===== config.mk =====
export PLATFORM = sky130hd
export DESIGN_NAME = fp_div_sched_flat
export DESIGN_NICKNAME = d
export VERILOG_FILES = /design/src/rtl/fp_alu_pkg.sv /design/src/rtl/fp_div_sched_if.sv /design/src/rtl/fp_div_sched_rr_arbiter.sv /design/src/rtl/fp_div_sched.sv /design/src/flat_wrapper.sv
export SDC_FILE = /design/constraint.sdc
export NUM_CORES = 1
export LEC_CHECK = 0
export CAP_MARGIN = 30
export CORE_AREA = 2 2 155 157
export DETAILED_ROUTE_END_ITERATION = 10
export DIE_AREA = 0 0 157 159
export PLACE_DENSITY = 0.66
export SLEW_MARGIN = 20
export SYNTH_ARGS = -nofsm -noshare
export SYNTH_HDL_FRONTEND = slang
export SYNTH_SLANG_ARGS = --single-unit

===== constraint.sdc =====
create_clock -name clk -period 3.2 [get_ports clk]
set_input_delay 0.64 -clock clk [delete_from_list [all_inputs] [get_ports clk]]
set_output_delay 0.64 -clock clk [all_outputs]
set_load 0.02 [all_outputs]

===== src/rtl/fp_alu_pkg.sv =====
// ----------------------------------------------------------------------------
// fp_alu_pkg
// Shared constants and helpers for the FP ALU divider scheduling slice.
//   FP_W / EXP_W / MAN_W : IEEE-754 single-precision field widths
//   QNAN                 : canonical quiet NaN returned for 0/0
//   fp_inf(sign)         : signed infinity encoding
//   sched_state_e        : scheduler FSM state encoding
// ----------------------------------------------------------------------------
package fp_alu_pkg;

    localparam int FP_W  = 32;
    localparam int EXP_W = 8;
    localparam int MAN_W = 23;

    localparam logic [FP_W-1:0] QNAN = 32'h7FC0_0000;

    typedef enum logic [1:0] {
        SCHED_IDLE  = 2'd0,
        SCHED_START = 2'd1,
        SCHED_WAIT  = 2'd2,
        SCHED_RESP  = 2'd3
    } sched_state_e;

    function automatic logic [FP_W-1:0] fp_inf(input logic sign);
        return {sign, {EXP_W{1'b1}}, {MAN_W{1'b0}}};
    endfunction

endpackage


===== src/rtl/fp_div_sched_if.sv =====
// ----------------------------------------------------------------------------
// fp_div_sched_if
// Bundles the requester channel, the divider operand/result channel and the
// tagged response channel of fp_div_sched.
//   slave  : the scheduler side (drives req_ready, div_*, rsp_*)
//   master : the surrounding logic (drives requests, div_result, rsp_ready)
// Signals:
//   req_valid/req_ready  per-requester handshake, req_ready one-hot or zero
//   req_a/req_b          packed operands, requester i at [i*WIDTH +: WIDTH]
//   div_a/div_b/div_start operands and start pulse to the external divider
//   div_result           divider quotient
//   rsp_valid/rsp_ready  response handshake
//   rsp_id/rsp_result/rsp_dz  requester tag, quotient, divide-by-zero flag
// ----------------------------------------------------------------------------
interface fp_div_sched_if #(
    parameter int WIDTH = 32,
    parameter int N_REQ = 4
);
    localparam int ID_W = $clog2(N_REQ);

    logic [N_REQ-1:0]       req_valid;
    logic [N_REQ-1:0]       req_ready;
    logic [N_REQ*WIDTH-1:0] req_a;
    logic [N_REQ*WIDTH-1:0] req_b;
    logic [WIDTH-1:0]       div_a;
    logic [WIDTH-1:0]       div_b;
    logic                   div_start;
    logic [WIDTH-1:0]       div_result;
    logic                   rsp_valid;
    logic                   rsp_ready;
    logic [ID_W-1:0]        rsp_id;
    logic [WIDTH-1:0]       rsp_result;
    logic                   rsp_dz;

    modport slave (
        input  req_valid, req_a, req_b, div_result, rsp_ready,
        output req_ready, div_a, div_b, div_start,
               rsp_valid, rsp_id, rsp_result, rsp_dz
    );

    modport master (
        output req_valid, req_a, req_b, div_result, rsp_ready,
        input  req_ready, div_a, div_b, div_start,
               rsp_valid, rsp_id, rsp_result, rsp_dz
    );

endinterface


===== src/rtl/fp_div_sched_rr_arbiter.sv =====
// ----------------------------------------------------------------------------
// rr_arbiter
// Combinational round-robin pick: the first asserted request at or after
// ptr_i, wrapping at N_REQ.
//   req_i  : request vector
//   ptr_i  : highest-priority index this cycle
//   gnt_o  : one-hot grant (zero when no request)
//   idx_o  : binary index of the grant
//   any_o  : at least one request present
// ----------------------------------------------------------------------------
module rr_arbiter #(
    parameter  int N_REQ = 4,
    localparam int ID_W  = $clog2(N_REQ)
) (
    input  logic [N_REQ-1:0] req_i,
    input  logic [ID_W-1:0]  ptr_i,
    output logic [N_REQ-1:0] gnt_o,
    output logic [ID_W-1:0]  idx_o,
    output logic             any_o
);

    logic [ID_W:0]   sum;
    logic [ID_W-1:0] pos;

    // Walk offsets from farthest to nearest so the nearest valid index
    // (lowest offset from the pointer) is the last one written and wins.
    always_comb begin
        gnt_o = '0;
        idx_o = '0;
        any_o = 1'b0;
        sum   = '0;
        pos   = '0;
        for (int k = N_REQ - 1; k >= 0; k--) begin
            sum = {1'b0, ptr_i} + (ID_W + 1)'(k);
            if (sum >= (ID_W + 1)'(N_REQ)) begin
                sum = sum - (ID_W + 1)'(N_REQ);
            end
            pos = sum[ID_W-1:0];
            if (req_i[pos]) begin
                gnt_o      = '0;
                gnt_o[pos] = 1'b1;
                idx_o      = pos;
                any_o      = 1'b1;
            end
        end
    end

endmodule


===== src/rtl/fp_div_sched.sv =====
// ----------------------------------------------------------------------------
// fp_div_sched
// Round-robin scheduler sharing one external floating-point divider among
// N_REQ requesters. One operation is in flight at a time:
//   IDLE  -> grant a requester, latch its operands
//   START -> one-cycle div_start pulse, load the latency counter
//   WAIT  -> count down DIV_LAT cycles, capture div_result
//   RESP  -> present tagged result until rsp_ready
// Ports:
//   clk  : clock, rising edge
//   rst  : synchronous reset, active-high
//   bus  : fp_div_sched_if.slave (request, divider and response channels)
// Build option:
//   DIV_ZERO_BYPASS_EN : a divisor with zero magnitude skips the divider and
//                        returns +-inf (or QNaN for 0/0) with rsp_dz=1.
//                        Undefined: zero divisors go through the divider and
//                        rsp_dz is tied 0.
// ----------------------------------------------------------------------------
module fp_div_sched
    import fp_alu_pkg::*;
#(
    parameter int WIDTH   = 32,
    parameter int N_REQ   = 4,
    parameter int DIV_LAT = 16
) (
    input  logic             clk,
    input  logic             rst,
    fp_div_sched_if.slave    bus
);

    localparam int ID_W  = $clog2(N_REQ);
    localparam int CNT_W = (DIV_LAT > 1) ? $clog2(DIV_LAT) : 1;

    localparam logic [1:0] S_IDLE  = SCHED_IDLE;
    localparam logic [1:0] S_START = SCHED_START;
    localparam logic [1:0] S_WAIT  = SCHED_WAIT;
    localparam logic [1:0] S_RESP  = SCHED_RESP;

    logic [1:0]       state_q, state_d;
    logic [ID_W-1:0]  ptr_q,   ptr_d;
    logic [CNT_W-1:0] cnt_q,   cnt_d;
    logic [ID_W-1:0]  id_q,    id_d;
    logic [WIDTH-1:0] a_q,     a_d;
    logic [WIDTH-1:0] b_q,     b_d;
    logic [WIDTH-1:0] res_q,   res_d;
`ifdef DIV_ZERO_BYPASS_EN
    logic             dz_q,    dz_d;
`endif

    logic [N_REQ-1:0] gnt;
    logic [ID_W-1:0]  gnt_idx;
    logic             gnt_any;

    rr_arbiter #(.N_REQ(N_REQ)) u_arb (
        .req_i (bus.req_valid),
        .ptr_i (ptr_q),
        .gnt_o (gnt),
        .idx_o (gnt_idx),
        .any_o (gnt_any)
    );

    always_comb begin
        state_d = state_q;
        ptr_d   = ptr_q;
        cnt_d   = cnt_q;
        id_d    = id_q;
        a_d     = a_q;
        b_d     = b_q;
        res_d   = res_q;
`ifdef DIV_ZERO_BYPASS_EN
        dz_d    = dz_q;
`endif
        case (state_q)
            S_IDLE: begin
                if (gnt_any) begin
                    a_d     = bus.req_a[int'(gnt_idx)*WIDTH +: WIDTH];
                    b_d     = bus.req_b[int'(gnt_idx)*WIDTH +: WIDTH];
                    id_d    = gnt_idx;
                    ptr_d   = (gnt_idx == ID_W'(N_REQ - 1)) ? '0 : gnt_idx + 1'b1;
                    state_d = S_START;
`ifdef DIV_ZERO_BYPASS_EN
                    dz_d    = (bus.req_b[int'(gnt_idx)*WIDTH +: WIDTH-1] == '0);
`endif
                end
            end
            S_START: begin
`ifdef DIV_ZERO_BYPASS_EN
                if (dz_q) begin
                    // Zero divisor: answer directly without touching the divider.
                    res_d   = (a_q[WIDTH-2:0] == '0) ? QNAN : fp_inf(a_q[WIDTH-1] ^ b_q[WIDTH-1]);
                    state_d = S_RESP;
                end else begin
                    cnt_d   = CNT_W'(DIV_LAT - 1);
                    state_d = S_WAIT;
                end
`else
                cnt_d   = CNT_W'(DIV_LAT - 1);
                state_d = S_WAIT;
`endif
            end
            S_WAIT: begin
                // The divider result is valid in the cycle the counter reads zero.
                if (cnt_q == '0) begin
                    res_d   = bus.div_result;
                    state_d = S_RESP;
                end else begin
                    cnt_d   = cnt_q - 1'b1;
                end
            end
            S_RESP: begin
                if (bus.rsp_ready) begin
                    state_d = S_IDLE;
                end
            end
            default: state_d = S_IDLE;
        endcase
    end

    always_ff @(posedge clk) begin
        if (rst) begin
            state_q <= S_IDLE;
            ptr_q   <= '0;
            cnt_q   <= '0;
            id_q    <= '0;
            a_q     <= '0;
            b_q     <= '0;
            res_q   <= '0;
`ifdef DIV_ZERO_BYPASS_EN
            dz_q    <= 1'b0;
`endif
        end else begin
            state_q <= state_d;
            ptr_q   <= ptr_d;
            cnt_q   <= cnt_d;
            id_q    <= id_d;
            a_q     <= a_d;
            b_q     <= b_d;
            res_q   <= res_d;
`ifdef DIV_ZERO_BYPASS_EN
            dz_q    <= dz_d;
`endif
        end
    end

    // Grant is only visible while idle and out of reset, so nothing is
    // accepted during a reset cycle.
    assign bus.req_ready  = (state_q == S_IDLE && !rst) ? gnt : '0;
    assign bus.div_a      = a_q;
    assign bus.div_b      = b_q;
`ifdef DIV_ZERO_BYPASS_EN
    assign bus.div_start  = (state_q == S_START) && !dz_q;
    assign bus.rsp_dz     = dz_q;
`else
    assign bus.div_start  = (state_q == S_START);
    assign bus.rsp_dz     = 1'b0;
`endif
    assign bus.rsp_valid  = (state_q == S_RESP);
    assign bus.rsp_id     = id_q;
    assign bus.rsp_result = res_q;

endmodule

===== src/flat_wrapper.sv =====
// flat-port wrapper written by rule: the top's interface ports become plain ports
module fp_div_sched_flat import fp_alu_pkg::*;
#(
    parameter int WIDTH   = 32,
    parameter int N_REQ   = 4,
    parameter int DIV_LAT = 16
)
  (clk, rst, bus_req_valid, bus_req_a, bus_req_b, bus_div_result, bus_rsp_ready, bus_req_ready, bus_div_a, bus_div_b, bus_div_start, bus_rsp_valid, bus_rsp_id, bus_rsp_result, bus_rsp_dz);
  fp_div_sched_if #(.WIDTH(WIDTH), .N_REQ(N_REQ)) bus_i ();
  input  logic clk;
  input  logic rst;
  input wire logic [$bits(bus_i.req_valid)-1:0] bus_req_valid;
  input wire logic [$bits(bus_i.req_a)-1:0] bus_req_a;
  input wire logic [$bits(bus_i.req_b)-1:0] bus_req_b;
  input wire logic [$bits(bus_i.div_result)-1:0] bus_div_result;
  input wire logic [$bits(bus_i.rsp_ready)-1:0] bus_rsp_ready;
  output wire logic [$bits(bus_i.req_ready)-1:0] bus_req_ready;
  output wire logic [$bits(bus_i.div_a)-1:0] bus_div_a;
  output wire logic [$bits(bus_i.div_b)-1:0] bus_div_b;
  output wire logic [$bits(bus_i.div_start)-1:0] bus_div_start;
  output wire logic [$bits(bus_i.rsp_valid)-1:0] bus_rsp_valid;
  output wire logic [$bits(bus_i.rsp_id)-1:0] bus_rsp_id;
  output wire logic [$bits(bus_i.rsp_result)-1:0] bus_rsp_result;
  output wire logic [$bits(bus_i.rsp_dz)-1:0] bus_rsp_dz;
  assign bus_i.req_valid = bus_req_valid;
  assign bus_i.req_a = bus_req_a;
  assign bus_i.req_b = bus_req_b;
  assign bus_i.div_result = bus_div_result;
  assign bus_i.rsp_ready = bus_rsp_ready;
  assign bus_req_ready = bus_i.req_ready;
  assign bus_div_a = bus_i.div_a;
  assign bus_div_b = bus_i.div_b;
  assign bus_div_start = bus_i.div_start;
  assign bus_rsp_valid = bus_i.rsp_valid;
  assign bus_rsp_id = bus_i.rsp_id;
  assign bus_rsp_result = bus_i.rsp_result;
  assign bus_rsp_dz = bus_i.rsp_dz;
  fp_div_sched #(.WIDTH(WIDTH), .N_REQ(N_REQ), .DIV_LAT(DIV_LAT)) u_core (.clk(clk), .rst(rst), .bus(bus_i));
endmodule

==> flow_metrics.env <==
export IMPL_drive_gt1_share_pct=17.0
export IMPL_power_leakage_nw=4.09
export IMPL_cts_root_buf="clkbuf_16"
export IMPL_max_slew_margin_pct=42.8
export IMPL_grt_overflow=0
export IMPL_drt_initial_drc_count=304
export IMPL_final_cell_mix="clkdlybuf4s50_1 (391), nand2_1 (112), dfxtp_1 (106), mux2_2 (73), nand3_1 (72)"
export IMPL_dr_pass1_iters=4
export IMPL_syn_cell_area_um2=6510
export IMPL_crit_required_ns=2.56
export IMPL_sw_frac_of_total_pct=46.2
export IMPL_synth_nets=1043
export IMPL_cts_max_level=3
export IMPL_dr_total_vias=7010
export IMPL_synth_seq_cells=106
export IMPL_grt_pass1_vias=7054
export IMPL_io_pins=400
export IMPL_combPwrFrac_pct=69.8
export IMPL_antenna_found_initial=1
export IMPL_grt_use_total_pct=20.2
export IMPL_endpoint_kind="primary output"
export IMPL_grt_max_degree=57
export IMPL_dpl_hpwl_mm=19.2
export IMPL_max_slew_worst_pin_slew_ns=0.858
export IMPL_max_stage_delay_ns=0.53
export IMPL_max_freq_mhz=319
export IMPL_vdd_ir_drop_max_mv=0.495
export IMPL_startpoint_type="input port"
export IMPL_synthCells=734
export IMPL_clock_sinks=106
export IMPL_routed_wl_mm=26.0
export IMPL_synth_top_cell_by_area="dfxtp_1"
export IMPL_nets=1423
export IMPL_crit_arrival_ns=2.50
export IMPL_clkTransAtPathRegs_ns=0.08
export IMPL_cp_cell_sequence="clkdlybuf4s50_1, mux4_2, nor2b_4, a221oi_2, a211o_1, a21oi_2, buf_4"
export IMPL_syn_to_final_growth_pct=73.9
export IMPL_syn_area_per_cell_um2=8.88
export IMPL_crit_slowest_cell="mux4_2"
export IMPL_synth_flop_cell="dfxtp_1"
export IMPL_dieArea_um2=25000
export IMPL_start_util_pct=28.1
export IMPL_hold_class="register to register"
export IMPL_yosysUniqueCellTypes=44
export IMPL_maxSlewViolCount=0
export IMPL_antenna_left=0
export IMPL_synth_warnings=0
export IMPL_wl_per_cell_um=18.1
export IMPL_layout_worst_path_cycle_share_pct=98.1
export IMPL_cp_max_fo=5
export IMPL_clkLatencyLatePin_ns=0.37
export IMPL_hold_violations=0
export IMPL_status="finished, final reports clean"
export IMPL_core_um2=23200
export IMPL_grt_pass1_wl_mm=39.5
export IMPL_yosys_top_cells_area="dfxtp_1 (33%), mux2_2 (13%), nand2_1 (6.5%)"
export IMPL_synth_edf_count=0
export IMPL_cp_buffers_inverters=2
export IMPL_via_per_inst=4.87
export IMPL_intPower_w=0.00579
export IMPL_final_common_cell="clkdlybuf4s50_1"
export IMPL_async_flop_share_pct=0
export IMPL_p_switching_w=0.00497
export IMPL_setup_viol=0
export IMPL_clock_skew_ns=0.0146
export IMPL_synth_top_area_share_pct=32.6
export IMPL_clock_path_buffers=2
export IMPL_design_area_um2=11300
export IMPL_gp_congestion=0.798
export IMPL_rsz0062_at_grt="true"
export IMPL_drc=0
export IMPL_portBuffers=398
export IMPL_drv_cap=0
export IMPL_cts_buffers=9
export IMPL_power_frac_clock_pct=10.9
export IMPL_final_min_clock_period_ns=3.14
export IMPL_yosysSeqAreaShare_pct=32.6
export IMPL_holdBufCountCts=0
export IMPL_fin_setup_tns_ns=0
export IMPL_die_w_um=157
export IMPL_place_area_um2=10900
export IMPL_fp_row_count=56
export IMPL_die_y_um=159
export IMPL_critPathTopFamily="buffers and inverters"
export IMPL_cts_tree="done"
export IMPL_p_seq_share_pct=19.3
export IMPL_power_density_nw_per_um2=950
export IMPL_critPathKind="input port to primary output"
## final timing paths
check | start | endpoint | slack (ns) | cells past startpoint
setup / recovery | bus_req_valid[1] | bus_req_ready[0] | 0.06 | 7
hold / removal | u_core.bus.rsp_result[9] | u_core.bus.rsp_result[9] | 0.45 | 2
setup reg to reg | u_core.ptr_q[0] | u_core.bus.div_b[17] | 0.28 | 9
hold reg to reg | u_core.bus.rsp_result[9] | u_core.bus.rsp_result[9] | 0.45 | 2
## per-layer routing
layer / up-vias / part of all wire, % / GRT usage [%]
met5: - / 0 / 0
met4: 0 / 2.0 / 5.34
met3: 29 / 7.2 / 4.82
met2: 273 / 50 / 36.1
met1: 3260 / 41 / 23.9
li1: 3448 / - / -
## registers in the layout, summed over array words and instances, names as in the netlist
name,cells
u_core.bus.div_a,32
u_core.bus.div_b,32
u_core.bus.rsp_id,2
u_core.bus.rsp_result,32
u_core.cnt_q,4
u_core.ptr_q,2
u_core.state_q,2
## tightest hold or removal path: cells and delay by family (launching register included)
family / cells / cell delay, ns
AND/OR/NAND/NOR: 1 / 0.05
flip-flops: 1 / 0.31
AO/OA/AOI/OAI: 1 / 0.05
## cell usage after synthesis (2+ instances only)
library cell	count
buf_2	17
buf_8	2
a211oi_1	4
buf_1	3
nor2b_1	3
a21oi_1	42
a221oi_1	5
clkbuf_1	39
mux2_2	73
o21ai_0	2
inv_1	11
nand3_1	72
buf_6	9
dfxtp_1	106
buf_4	2
a211o_1	4
a31oi_1	36
nand2_1	113
nand2b_1	3
ha_1	14
o31ai_1	28
or4_1	28
mux4_2	4
xor2_1	2
nor2_1	37
buf_12	3
a2111oi_2	28
mux2i_1	28
## power by group through the flow
stage	clock network, W	registers (W)	logic [W]
after floorplan	0	0.00259	0.00432
after detailed placement	0	0.00210	0.00743
after global placement	0	0.00208	0.00737
final	0.00118	0.00207	0.00751
after global routing	0.00127	0.00212	0.00809
after CTS	0.00122	0.00208	0.00747
## metrics by stage
step | setup slack [ns] | hold slack (ns) | instances | utilization, % | power (W)
after floorplan | 0.448 | 0.438 | 734 | - | 0.00691
after global placement | -0.424 | 0.441 | 1420 | 47.2 | 0.00945
after detailed placement | -0.426 | 0.447 | 1420 | 47.2 | 0.00953
after CTS | 0.0137 | 0.458 | 1437 | 48.6 | 0.0108
after global routing | -0.0174 | 0.481 | 1439 | 48.9 | 0.0115
final | 0.0618 | 0.455 | 1439 | 48.9 | 0.0108
## logic make-up after synthesis
group | after synthesis | synth area share [%]
flops | 106 | 32.6
fa+ha+maj | 14 | 2.69
xor+xnor | 3 | 0.403
compound gates | 154 | 19.0
other cells | 1 | 0.0576
simple gates | 264 | 19.3
buf+inv | 86 | 7.53
mux | 106 | 18.5
## cell type report
cell class                 count  area [um^2]
timing repair buffer         443         4470
multi-input combinational    543         3990
clock buffer                   9          225
sequential                   106         2120
antenna                        1         2.50
fill                        2232        11900
tap                          319          399
inverter                      11         41.3
clock inverter                 7         78.8
## what timing repair did
item | 4_1_cts | 5_1_grt
pin swaps | 0 | 4
endpoints found under the setup margin | 4 | 5
resized for setup | 17 | 17
setup buffers | 0 | 1
cloned | 1 | 0
Note: power is estimated with default switching activity, not from simulation.
